--- config.mk ---
export PLATFORM = sky130hd
export DESIGN_NAME = bin2bcd_seq
export DESIGN_NICKNAME = d
export VERILOG_FILES = /design/src/rtl/bin2bcd_seq.sv
export SDC_FILE = /design/constraint.sdc
export NUM_CORES = 1
export LEC_CHECK = 0
export CORE_ASPECT_RATIO = 0.6
export CORE_MARGIN = 8
export CORE_UTILIZATION = 30
export DETAILED_ROUTE_END_ITERATION = 10
export SYNTH_ARGS = -nofsm -noshare
export SYNTH_HDL_FRONTEND = slang
export SYNTH_SLANG_ARGS = --single-unit
--- constraint.sdc ---
create_clock -name clk_i -period 3 [get_ports clk_i]
set_input_delay 0.45 -clock clk_i [delete_from_list [all_inputs] [get_ports clk_i]]
set_output_delay 0.45 -clock clk_i [all_outputs]
set_load 0.01 [all_outputs]
--- src/rtl/bin2bcd_seq.sv ---
// Iterative shift-and-add-3 binary-to-BCD converter with start/busy/done handshake.
// Define BIN2BCD_SIGNED_EN to treat bin_in_i as two's complement and report the sign on neg_o.
module bin2bcd_seq #(
  parameter int unsigned DATA_W     = 16,
  parameter int unsigned BCD_DIGITS = 5
) (
  input  logic                    clk_i,
  input  logic                    rst_ni,
  input  logic                    start_i,
  input  logic [DATA_W-1:0]       bin_in_i,
  output logic                    busy_o,
  output logic                    done_o,
  output logic [4*BCD_DIGITS-1:0] bcd_out_o,
  output logic                    ovf4_o,
  output logic                    neg_o
);

  localparam int unsigned BcdW = 4 * BCD_DIGITS;
  localparam int unsigned SrW  = BcdW + DATA_W;
  localparam int unsigned CntW = $clog2(DATA_W + 1);

  typedef enum logic [0:0] {StIdle, StShift} state_e;

  state_e            state_q, state_d;
  logic [SrW-1:0]    sr_q, sr_d;
  logic [CntW-1:0]   cnt_q, cnt_d;
  logic              done_q, done_d;
  logic [BcdW-1:0]   bcd_q, bcd_d;
  logic              ovf_q, ovf_d;
  logic              neg_pend_q, neg_pend_d;
  logic              neg_q, neg_d;

  logic              neg_in;
  logic [DATA_W-1:0] mag;
  logic [SrW-1:0]    sr_adj;
  logic [SrW-1:0]    sr_shl;
  logic [BcdW-1:0]   bcd_new;

`ifdef BIN2BCD_SIGNED_EN
  // Magnitude is unsigned DATA_W bits, so the most negative value maps to 2^(DATA_W-1).
  assign neg_in = bin_in_i[DATA_W-1];
  assign mag    = neg_in ? (~bin_in_i + DATA_W'(1)) : bin_in_i;
`else
  assign neg_in = 1'b0;
  assign mag    = bin_in_i;
`endif

  always_comb begin
    sr_adj = sr_q;
    for (int unsigned i = 0; i < BCD_DIGITS; i++) begin
      if (sr_q[DATA_W+4*i +: 4] >= 4'd5) begin
        sr_adj[DATA_W+4*i +: 4] = sr_q[DATA_W+4*i +: 4] + 4'd3;
      end
    end
  end

  assign sr_shl  = {sr_adj[SrW-2:0], 1'b0};
  assign bcd_new = sr_shl[SrW-1 -: BcdW];

  always_comb begin
    state_d    = state_q;
    sr_d       = sr_q;
    cnt_d      = cnt_q;
    done_d     = 1'b0;
    bcd_d      = bcd_q;
    ovf_d      = ovf_q;
    neg_pend_d = neg_pend_q;
    neg_d      = neg_q;
    unique case (state_q)
      StIdle: begin
        if (start_i) begin
          sr_d       = SrW'(mag);
          cnt_d      = '0;
          neg_pend_d = neg_in;
          state_d    = StShift;
        end
      end
      StShift: begin
        sr_d  = sr_shl;
        cnt_d = cnt_q + CntW'(1);
        if (cnt_q == CntW'(DATA_W - 1)) begin
          bcd_d   = bcd_new;
          // Anything above the four low digits flags a value past 9999.
          ovf_d   = (bcd_new >> 16) != '0;
          neg_d   = neg_pend_q;
          done_d  = 1'b1;
          state_d = StIdle;
        end
      end
      default: state_d = StIdle;
    endcase
  end

  always_ff @(posedge clk_i) begin
    if (!rst_ni) begin
      state_q    <= StIdle;
      sr_q       <= '0;
      cnt_q      <= '0;
      done_q     <= 1'b0;
      bcd_q      <= '0;
      ovf_q      <= 1'b0;
      neg_pend_q <= 1'b0;
      neg_q      <= 1'b0;
    end else begin
      state_q    <= state_d;
      sr_q       <= sr_d;
      cnt_q      <= cnt_d;
      done_q     <= done_d;
      bcd_q      <= bcd_d;
      ovf_q      <= ovf_d;
      neg_pend_q <= neg_pend_d;
      neg_q      <= neg_d;
    end
  end

  assign busy_o    = (state_q == StShift);
  assign done_o    = done_q;
  assign bcd_out_o = bcd_q;
  assign ovf4_o    = ovf_q;
  assign neg_o     = neg_q;

endmodule

# Yosys cells after proc, flatten, opt, wreduce, memory -nomap -nowiden
# Cells that the tools add are included.
op_classes:
  n_addsub: 6
  n_mul: 0
  div_mod_pow: 0
  order_cmp: 5
  eq_ne: 2
  shifts: 0
  muxes: 13
  bitwise: 1
  reduce_logical: 3
op_table:
  columns: ["cell", "count"]
  rows:
  - ["one-hot mux 36 bit (2 select lines)", 1]
  - ["2-to-1 mux 36 bit", 1]
  - [">= comparator 4 x 3 -> 1 bit, second input constant", 5]
  - ["nonzero test 20 bit", 1]
  - ["adder 4 x 2 -> 4 bit, second input constant", 4]
  - ["2-to-1 mux 4 bit", 4]
  - ["one-hot mux 5 bit (2 select lines)", 1]
  - ["adder 5 x 1 -> 5 bit, second input constant", 1]
  - ["equality test 5 x 4 -> 1 bit, second input constant", 1]
  - ["2-to-1 mux 5 bit", 1]
  - ["AND reduction 2 bit", 2]
  - ["adder 3 x 2 -> 3 bit, second input constant", 1]
  - ["2-to-1 mux 1 bit", 3]
  - ["2-to-1 mux 3 bit", 1]
  - ["!= test 2 bit, second input constant", 1]
  - ["one-hot mux 1 bit (2 select lines)", 1]
  - ["inverter 1 bit", 1]
word_totals:
  ff_bits: 64
  latch_bits: 0
  ramBits: 0
  rom_bits: 0
  input_bits: 19
  out_inout_bits: 24
  wordCells: 36
  n_memories: 0

# Longest topological paths before layout
# Gate-level depths: netlist of run 1.
logic_depth:
  depth_word: 3
  ltp_mapped: 8
  depth_no_buf: 7

# Least setup slack after synthesis of run 1
# No wires, ideal clock.
synth_path:
  path_type: "flip-flop to flip-flop"
  start: "register cnt_q[0]"
  end: "register bcd_q[11], in the netlist bcd_out_o[11]"
  setup_ns: 0.129
  arrival_time_ns: 1.410
  required_time_ns: 2.871
  setup_slack_ns: 1.461
  path_stages_with_launch: 7
  period_less_slack_ns: 1.539
  path_cell_list: "dfxtp_1 ha_1 and3_1 ha_1 nand3_1 clkbuf_1 o21ai_0"
synth_between:
  elab_chain_cells: 2
synth_rtl:
  columns: ["element", "line", "rtl"]
  rows:
  - ["start: declaration", "26", "logic [CntW-1:0] cnt_q, cnt_d;"]
  - ["start signal: assignment", "107", "cnt_q <= cnt_d;"]
  - ["equality test 5 x 4 -> 1 bit", "81", "if (cnt_q == CntW'(DATA_W - 1)) begin"]
  - ["AND reduction 2 bit (no source line)", null, null]
  - ["end signal: assignment", "100", "bcd_q <= '0;"]
  - ["end signal: assignment", "109", "bcd_q <= bcd_d;"]
  - ["end: declaration", "28", "logic [BcdW-1:0] bcd_q, bcd_d;"]
# No other way between the ends.
# A chain may end at the register's enable or synchronous reset.

# Final worst setup path of run 1
layout_path:
  start: "register state_q, in the netlist busy_o"
  end: "output port busy_o"
layout_rtl:
  columns: ["element", "line", "rtl"]
  rows:
  - ["start: declaration", "24", "state_e state_q, state_d;"]
  - ["start signal: assignment", "96", "state_q <= StIdle;"]
  - ["start signal: assignment", "105", "state_q <= state_d;"]
  - ["end: declaration", "11", "output logic busy_o,"]
# No word-level cell between the ends.

==> metrics, run 1 <==
Seq/Total Area, Yosys 42.6%; fmax 0.473 GHz; syn_area_per_cell between 8 and 9 um^2; RSZ-0062 raised after global routing false; CTS Hold Bufs 0; root buffer cell clkbuf_16; Reg2Reg Depth 8; Post-synth top cells dfxtp_1, nand2_1, o21ai_0; clk_skew 4.19 ps; initial antenna violation count 0; Mapped Nets 372; Flop pwr share 43.1%; clock power share 51.2%; startpoint types flip-flop; area grow syn2layout 27.8%; ys flop type dfxtp_1; asr flop ratio synth 0%; CP delay by family, top flip-flops; clk_lat worst skew 340 ps; final hold violation count 0; area of the multi-input gates about 1600 um^2; Max Cap Viol 0; Worst Path Max Fanout 35; Num CTS Buffers 9; status finished clean; top cell type's share of synthesized area 42.6%; Mapped Area about 3000 um^2; gr usage total 10.7%; fill count 993; DR WL met3 314 um; GP Congestion 0.743; pin slew with the least headroom to its limit 562 ps; slowest CP cell dfxtp_2; ANT cells 0; net switching power figure between 0.0004 and 0.0005 W; count leader, synth dfxtp_1; Setup Buffers After CTS 0; Max clock buf depth 2; Req. time, crit path 2550 ps; layout cells sized above 1 7.51%; core area slightly below 10000 um^2; flops & latches, synth 64; LEAKAGE between 1 and 1.5 nW; TNS Setup 0 ps; wire per inst between 10 and 15 um; r2r endpoint bcd_out_o[7]; Cells after Synth 341; row count 28; DR WL met2 between 2000 and 3000 um; CTS tree built; Worst-path clk slew 50 ps; gr ovfl total 0; combinational fraction of design power 5.6%; Synth area leaders dfxtp_1, o21ai_0, mux2i_1; Peak VDD IR roughly 270 uV; Vias/cell 4.63; Yosys top cell by area dfxtp_1; CP Class reg2out; met1 wire length 3600 um; DRC 0; Cell Pwr Density 533 nW/um^2; ANT nets after route 0; post-route insts no fill approximately 520; io pins 43; hold crit path type reg2reg; slowest stage delay, CP 680 ps; Setup-failing EPs final 0; normalized max-slew margin between 60% and 70%; critical path arrival 1660 ps; die height 93.5 um; Die X around 150 um; worst setup path endpoint busy_o; YS warnings 0; crit path cell chain clkdlybuf4s50_1; Post-Place Cells 505; FF/Latch Area 1280 um^2; Unique masters post-synth 34; drt total wl ~7000 um; Post-DP HPWL 4960 um; clock sink count 64; post_cts resized 0; instance count on the critical path 1; effective utilization at floorplan 30.7%; Final Cycle Share 70.5%; die area 13600 um^2; CP endpoint kind output port; Reg2Reg Setup Slack 1040 ps; worst r2r src cnt_q[0]; # port buffers 41; Post-synth EDFFs 0; vias post-DR 2411; uppermost routed layer met4; first-pass GRT wire length ~12000 um; crit path launch busy_o; Pint 0.00161 W; H-tree depth 3; largest net degree at the start of global routing 36; switching part of the total 21.3%; Pins Over Slew Limit 0; post-layout min period approximately 2100 ps; WP buf/inv 1; DRT iter0 DRCs 105; 1st-pass router iterations 5; vias in the first global route 2315; # nets final just over 400
==> sequential cells by signal, indices dropped and copies added (netlist names) <==
name and count:
cnt_q 5, done_o 1, busy_o 1, bcd_out_o 20, sr_q 36, ovf4_o 1
==> per-layer routing <==
metal	up-vias	GRT usage (%)
met5	-	0
met4	0	3.88
met3	9	5.01
met2	34	15.8
met1	1121	13.6
li1	1247	-
==> final cells by class <==
cell class                      instances  area share, %
Timing Repair Buffer                   49           12.2
Inverter                               18           1.76
Sequential cell                        64           33.4
Tap cell                              135           4.39
Multi-Input combinational cell        239           40.4
Clock buffer                           13           6.77
Clock inverter                          3           1.04
==> layout by cell type, fill, tap and decap left out, drive strengths merged <==
cell type | Yosys | final
a21boi | 9 | 9
a21o | 2 | 2
a21oi | 11 | 11
a32oi | 1 | 1
a41oi | 1 | 1
and2 | 21 | 21
and3 | 1 | 1
buf | 13 | 8
bufinv | 0 | 1
clkbuf | 7 | 13
clkdlybuf4s50 | 0 | 41
clkinv | 0 | 2
conb | 1 | 1
dfxtp | 64 | 64
ha | 12 | 12
inv | 18 | 18
mux2 | 5 | 5
mux2i | 18 | 18
nand2 | 45 | 45
nand2b | 3 | 3
nand3 | 6 | 6
nor2 | 3 | 3
nor2b | 11 | 11
nor3 | 5 | 5
nor3b | 12 | 12
o21a | 1 | 1
o21ai | 48 | 48
o21ba | 3 | 3
o32ai | 10 | 10
or3 | 4 | 4
xnor2 | 6 | 6
==> power groups by stage <==
stage / registers, W / clock network [W] / logic (W)
after floorplan: 0.000892 / 0 / 0.0000810
after global placement: 0.000901 / 0 / 0.000115
after detailed placement: 0.000901 / 0 / 0.000117
after CTS: 0.000883 / 0.00107 / 0.000117
after global routing: 0.000885 / 0.00112 / 0.000129
final: 0.000884 / 0.00105 / 0.000116
==> kinds of logic after synthesis <==
| family | synth area share [%] |
|---|---|
| other | 0.125 |
| adder cells (fa/ha/maj) | 4.99 |
| buffers and inverters | 5.70 |
| AO/OA/AOI/OAI | 17.4 |
| XOR/XNOR | 1.75 |
| AND/OR/NAND/NOR | 19.1 |
| multiplexers | 8.24 |
| flip-flops | 42.6 |
==> how the worst min path moves through the flow <==
| stage | start | end | slack, ps | cells past startpoint |
|---|---|---|---|---|
| after floorplan | sr_q[15] | bcd_out_o[0] | 450 | 2 |
| after global placement | bcd_out_o[10] | bcd_out_o[10] | 440 | 2 |
| after detailed placement | bcd_out_o[12] | bcd_out_o[12] | 440 | 2 |
| after CTS | bcd_out_o[12] | bcd_out_o[12] | 450 | 2 |
| after global routing | bcd_out_o[10] | bcd_out_o[10] | 470 | 2 |
| final | bcd_out_o[12] | bcd_out_o[12] | 440 | 2 |
==> metrics by stage <==
stage / hold WS [ps] / instance area [um^2] / worst slack (ps) / power (W) / utilization, %
2_1_floorplan: 454 / 3010 / 1460 / 0.000973 / -
3_3_place_gp: 439 / 3540 / 1000 / 0.00102 / 36.1
3_5_place_dp: 440 / 3540 / 919 / 0.00102 / 36.1
4_1_cts: 448 / 3840 / 875 / 0.00207 / 39.2
5_1_grt: 471 / 3840 / 806 / 0.00213 / 39.2
6_report: 444 / 3840 / 885 / 0.00205 / 39.2
No activity file was read; power rests on OpenSTA's default activity.
==> run 2: changes to the inputs <==
- clock period: 3 -> 1.7 ns (I/O delays scaled with it)
==> run 2 against run 1 <==
Compared with the run above:
- count of clock-buffer cells in the layout up 2
- clock skew shrank 1.5 ps
- critical path depth increased by 7
- clock power is 58% higher
- combinational power grew 95%
- sequential power increased by 75%
- register-to-register slack lost 930 ps
- first-iteration DRC count rose by 65%
- wire length rose by 0.43%
- global-route usage up 0.23 points
- flip-flop and latch count unchanged
- critical endpoint is now bcd_out_o[9]
- largest power group unchanged
==> metrics, run 2 (synthesis results as in run 1) <==
status finished clean; startpoint types flip-flop; Die X 145 um (unchanged); Peak VDD IR 465 uV (+73%); Setup-failing EPs final 0 (unchanged); Max Cap Viol 0 (unchanged); most frequent cells in the layout dfxtp_1, nand2_1, o21ai_0; io pins 43 (unchanged); RSZ-0062 raised after global routing false; core area 9810 um^2 (unchanged); combinational fraction of design power 6.6% (+1.0 points); M1 GR Usage 13.9% (+0.34 points); GP Congestion 0.724 (-2.6%); number of flip-flops in the largest register 36 (unchanged); drt total wl 7020 um (+0.43%); gr ovfl total 0 (unchanged); vias in the first global route 2419 (+4.5%); final hold violation count 0 (unchanged); root buffer cell clkbuf_16; LEAKAGE 1.42 nW (+0.85%); fill count 1004 (+1.1%); slowest stage delay, CP 350 ps (-330 ps); DRC 0 (unchanged); largest net degree at the start of global routing 44 (+22%); Req. time, crit path 1910 ps (-640 ps); Post-Place Cells 511 (+1.2%); GRT met2 Usage 16.7% (+0.93 points); die area 13600 um^2 (unchanged); slowest CP cell dfxtp_2; hold crit path type reg2reg; # nets final 418 (+1.5%); H-tree depth 3 (unchanged); switching part of the total 21.3% (about the same); Util after Layout 39.8% (+0.57 points); Flop pwr share 45.1% (+2.0 points); TNS Setup 0 ps (unchanged); final instance area 3900 um^2 (+1.5%); 1st-pass router iterations 6 (+1); ANT nets after route 0 (unchanged); leading cell type in the layout, fill and taps excluded dfxtp_1; Worst-path clk slew 50 ps (about the same); gr usage total 11.0% (+0.23 points); Reg2Reg Depth 8 (unchanged); dpl cell area 3600 um^2 (+1.6%); clk_skew 2.72 ps (-1.47 ps); CTS tree built; vias post-DR 2467 (+2.3%); DRT iter0 DRCs 173 (+65%); clock sink count 64 (unchanged); clk_lat worst skew 330 ps (about the same); Pins Over Slew Limit 0 (unchanged); crit path cell chain ha_2 -> and3_1 -> ha_1 -> nand2_1 -> and2_1 -> buf_12 -> nand2_1 -> o21ai_0; CP Class reg2reg; Max clock buf depth 2 (unchanged); Vias/cell 4.69 (+1.4%); critical path arrival 1800 ps (+140 ps); initial antenna violation count 0 (unchanged); Largest Register sr_q; fmax 0.630 GHz; # port buffers 41 (unchanged); post-layout min period 1590 ps; area grow syn2layout 29.7%; first-pass GRT wire length 12100 um (+4.3%); Final Cycle Share 93.4%; GRT met3 Usage 3.76% (-1.3 points); Num CTS Buffers 9 (unchanged); Worst Path Max Fanout 19 (-46%); row count 28 (unchanged); Post-DP HPWL 5000 um (+0.91%); Cell Pwr Density 882 nW/um^2 (+65%); net switching power figure 0.000734 W (+68%); die height 93.5 um (unchanged); CP endpoint kind flip-flop; effective utilization at floorplan 30.7% (unchanged); hold path depth 2 (unchanged); clock power share 48.3% (-2.9 points); layout cells sized above 1 12.3% (+4.8 points); Pint 0.00271 W (+68%); CP most frequent cell nand2_1; Most Used Layer, Global Route met2; post-route insts no fill 526 (+0.96%); ANT cells 0 (unchanged); wire per inst 13.3 um (-0.53%)
## run 2: worst paths after layout
kind | from | endpoint | slack, ps
worst max-delay path | cnt_q[0] | bcd_out_o[9] | 110
worst min-delay path | bcd_out_o[8] | bcd_out_o[8] | 440
worst max register to register | cnt_q[0] | bcd_out_o[9] | 110
worst min register to register | bcd_out_o[8] | bcd_out_o[8] | 440
## run 2: power by group through the flow
stage               sequential [W]  combinational [W]  clock [W]
finish                     0.00155           0.000226    0.00166
detailed placement         0.00158           0.000225          0
global placement           0.00158           0.000221          0
global route               0.00155           0.000250    0.00180
CTS                        0.00155           0.000226    0.00171
floorplan                  0.00157           0.000143          0
## run 2: critical path: cells and delay by family (launching register included)
| kind | cells | cell delay (ps) |
|---|---|---|
| DFF | 1 | 350 |
| adders and majority gates | 2 | 370 |
| and+or+nand+nor | 4 | 520 |
| AOI/OAI and AO/OA | 1 | 70 |
| buffers and inverters | 1 | 170 |
## run 2: layout make-up
type | count | area (um^2) | share of cell area, %
multi-input combinational | 239 | 1580 | 40.6
sequential | 64 | 1280 | 32.9
timing repair buffer | 55 | 528 | 13.5
clock buffer | 15 | 268 | 6.87
tap | 135 | 169 | 4.33
inverter | 18 | 67.6 | 1.73
## run 2: metal layers
metal  vias up  part of all wire [%]  wire [um]
met2        38                    44       3070
met4         0                   1.6        114
li1       1262                     -          -
met3         8                   4.8        337
met1      1159                    50       3500
met5         -                     0          0
## run 2: metrics by stage
step,worst slack [ps],hold WS (ps),power (W)
finish,112,437,0.00344
global route,4.88,466,0.00360
CTS,54.5,442,0.00348
detailed placement,34.0,433,0.00181
global placement,80.2,435,0.00180
floorplan,161,454,0.00172
## run 2: repair_timing
action / CTS / global route
setup endpoints to repair: 0 / 28
hold buffers: 0 / 0
gates resized for setup: 0 / 16
setup buffers: 0 / 0
==> run 3: changes to the inputs <==
- CTS_BUF_LIST: default -> sky130_fd_sc_hd__clkbuf_8
==> run 3 against run 2 <==
Compared with the run above:
- worst hold slack better by 2.5 ps
- sequential share of layout area rose by 0.66 points
- via count up 0.53%
- core utilization is 0.74 points lower
- critical endpoint is now bcd_out_o[1]
- critical path depth unchanged
- sequential power barely moved
- wire length increased by 1.7%
==> metrics, run 3 (synthesis results as in run 1) <==
drt total wl 7140 um (+1.7%); Reg2Reg Setup Slack 110 ps (about the same); worst r2r src cnt_q[0]; post-layout min period 1590 ps (+0.528 ps); Setup-failing EPs final 0 (unchanged); CP Class reg2reg; root buffer cell clkbuf_8; largest net degree at the start of global routing 44 (unchanged); Most Used Layer, Global Route met2; # nets final 419 (+0.24%); Req. time, crit path 1920 ps (about the same); Cell Pwr Density 756 nW/um^2 (-14%); GP Congestion 0.724 (unchanged); vias post-DR 2480 (+0.53%); Setup Buffers After CTS 0 (unchanged); CTS Hold Bufs 0 (unchanged); status finished clean; clk_skew 4.43 ps (+1.71 ps); hold path depth 2 (unchanged); fmax 0.630 GHz (about the same); slowest CP cell dfxtp_2; Peak VDD IR 284 uV (-39%); Pins Over Slew Limit 0 (unchanged); LEAKAGE 1.41 nW (-1.0%); Die X 145 um (unchanged); RSZ-0062 raised after global routing false; r2r endpoint bcd_out_o[1]; first-pass GRT wire length 12000 um (-0.63%); gr usage total 10.9% (-0.10 points); effective utilization at floorplan 30.7% (unchanged); clk_lat worst skew 340 ps (about the same); Final Cycle Share 93.4% (about the same); number of flip-flops in the largest register 36 (unchanged); gr ovfl total 0 (unchanged); Hold EP bcd_out_o[8]; critical path arrival 1810 ps (about the same); post-route insts no fill 527 (+0.19%); clock sink count 64 (unchanged); CTS tree built; ANT nets after route 0 (unchanged); die height 93.5 um (unchanged); CP endpoint kind flip-flop; most frequent cells in the layout dfxtp_1, nand2_1, o21ai_0; Post-Place Cells 511 (unchanged); fill count 1020 (+1.6%); GRT met3 Usage 3.09% (-0.68 points); core area 9810 um^2 (unchanged); leading cell type in the layout, fill and taps excluded dfxtp_1; Hold Path Origin bcd_out_o[8]; die area 13600 um^2 (unchanged); wire per inst 13.5 um (+1.5%); startpoint types flip-flop; CP most frequent cell nand2_1; slowest stage delay, CP 360 ps (about the same); Post-DP HPWL 5000 um (unchanged); initial antenna violation count 0 (unchanged); layout cells sized above 1 13.0% (+0.73 points); area grow syn2layout 27.3%; Largest Register sr_q; hold crit path type reg2reg; post_cts resized 0 (unchanged); crit path cell chain ha_2 -> and3_1 -> ha_1 -> nand2_1 -> and2_4 -> clkbuf_16 -> nand2_1 -> o21ai_0; Max Cap Viol 0 (unchanged); GRT met2 Usage 16.8% (+0.039 points); Worst-path clk slew 60 ps (about the same); DRC 0 (unchanged); # port buffers 41 (unchanged); TNS Setup 0 ps (unchanged); vias in the first global route 2417 (-0.083%); Worst Path Max Fanout 9 (-10); Reg2Reg Depth 8 (unchanged); io pins 43 (unchanged); H-tree depth 3 (unchanged); ANT cells 0 (unchanged); row count 28 (unchanged); final hold violation count 0 (unchanged); Max clock buf depth 2 (unchanged); 1st-pass router iterations 4 (-2); M1 GR Usage 13.8% (-0.085 points); Num CTS Buffers 9 (unchanged); Vias/cell 4.71 (+0.34%); DRT iter0 DRCs 140 (-19%)
==> run 3: how the worst max path moves through the flow <==
stage          slack [ps]  cells after the start             to      from
2_1_floorplan         160                      6  bcd_out_o[11]  cnt_q[0]
3_3_place_gp           80                      4       sr_q[21]    rst_ni
3_5_place_dp           30                      4       sr_q[18]   start_i
4_1_cts                40                      8   bcd_out_o[9]  cnt_q[0]
5_1_grt                10                      6       sr_q[30]  sr_q[28]
6_report              110                      8   bcd_out_o[1]  cnt_q[0]
==> run 3: worst max-delay path: cells and delay by family (launching register included) <==
kind                       cells  cell delay (ps)
buffers and inverters          1              170
adders and majority gates      2              370
DFF                            1              360
AOI/OAI and AO/OA              1               60
and+or+nand+nor                4              520
==> run 3: where the power goes <==
group | total, W | switching [W] | internal [W]
clock | 0.00111 | 0.000532 | 0.000579
sequential | 0.00155 | 0.0000194 | 0.00153
combinational | 0.000234 | 0.000113 | 0.000121
==> run 3: stage by stage <==
step                hold slack, ps  instance area [um^2]  worst slack, ps  util (%)  power [W]
detailed placement             433                  3600             34.0      36.7    0.00181
finish                         439                  3830              112      39.0    0.00289
CTS                            444                  3770             40.8      38.4    0.00295
floorplan                      454                  3010              161         -    0.00172
global route                   469                  3830             10.5      39.0    0.00305
global placement               435                  3600             80.2      36.7    0.00180
==> run 3: final cells by class <==
cell class | instances | area [um^2] | share of cell area (%)
flip-flops and latches | 64 | 1290 | 33.6
repair buffers | 56 | 553 | 14.4
inverters | 18 | 67.6 | 1.77
clock buffers | 11 | 151 | 3.96
clock inverters | 4 | 15.0 | 0.392
well taps | 135 | 169 | 4.41
multi-input cells | 239 | 1590 | 41.4
==> run 3: metal layers <==
layer,wire length (um),vias to the layer above
met5,0,-
li1,-,1263
met3,230,11
met1,3620,1177
met2,3180,29
met4,116,0
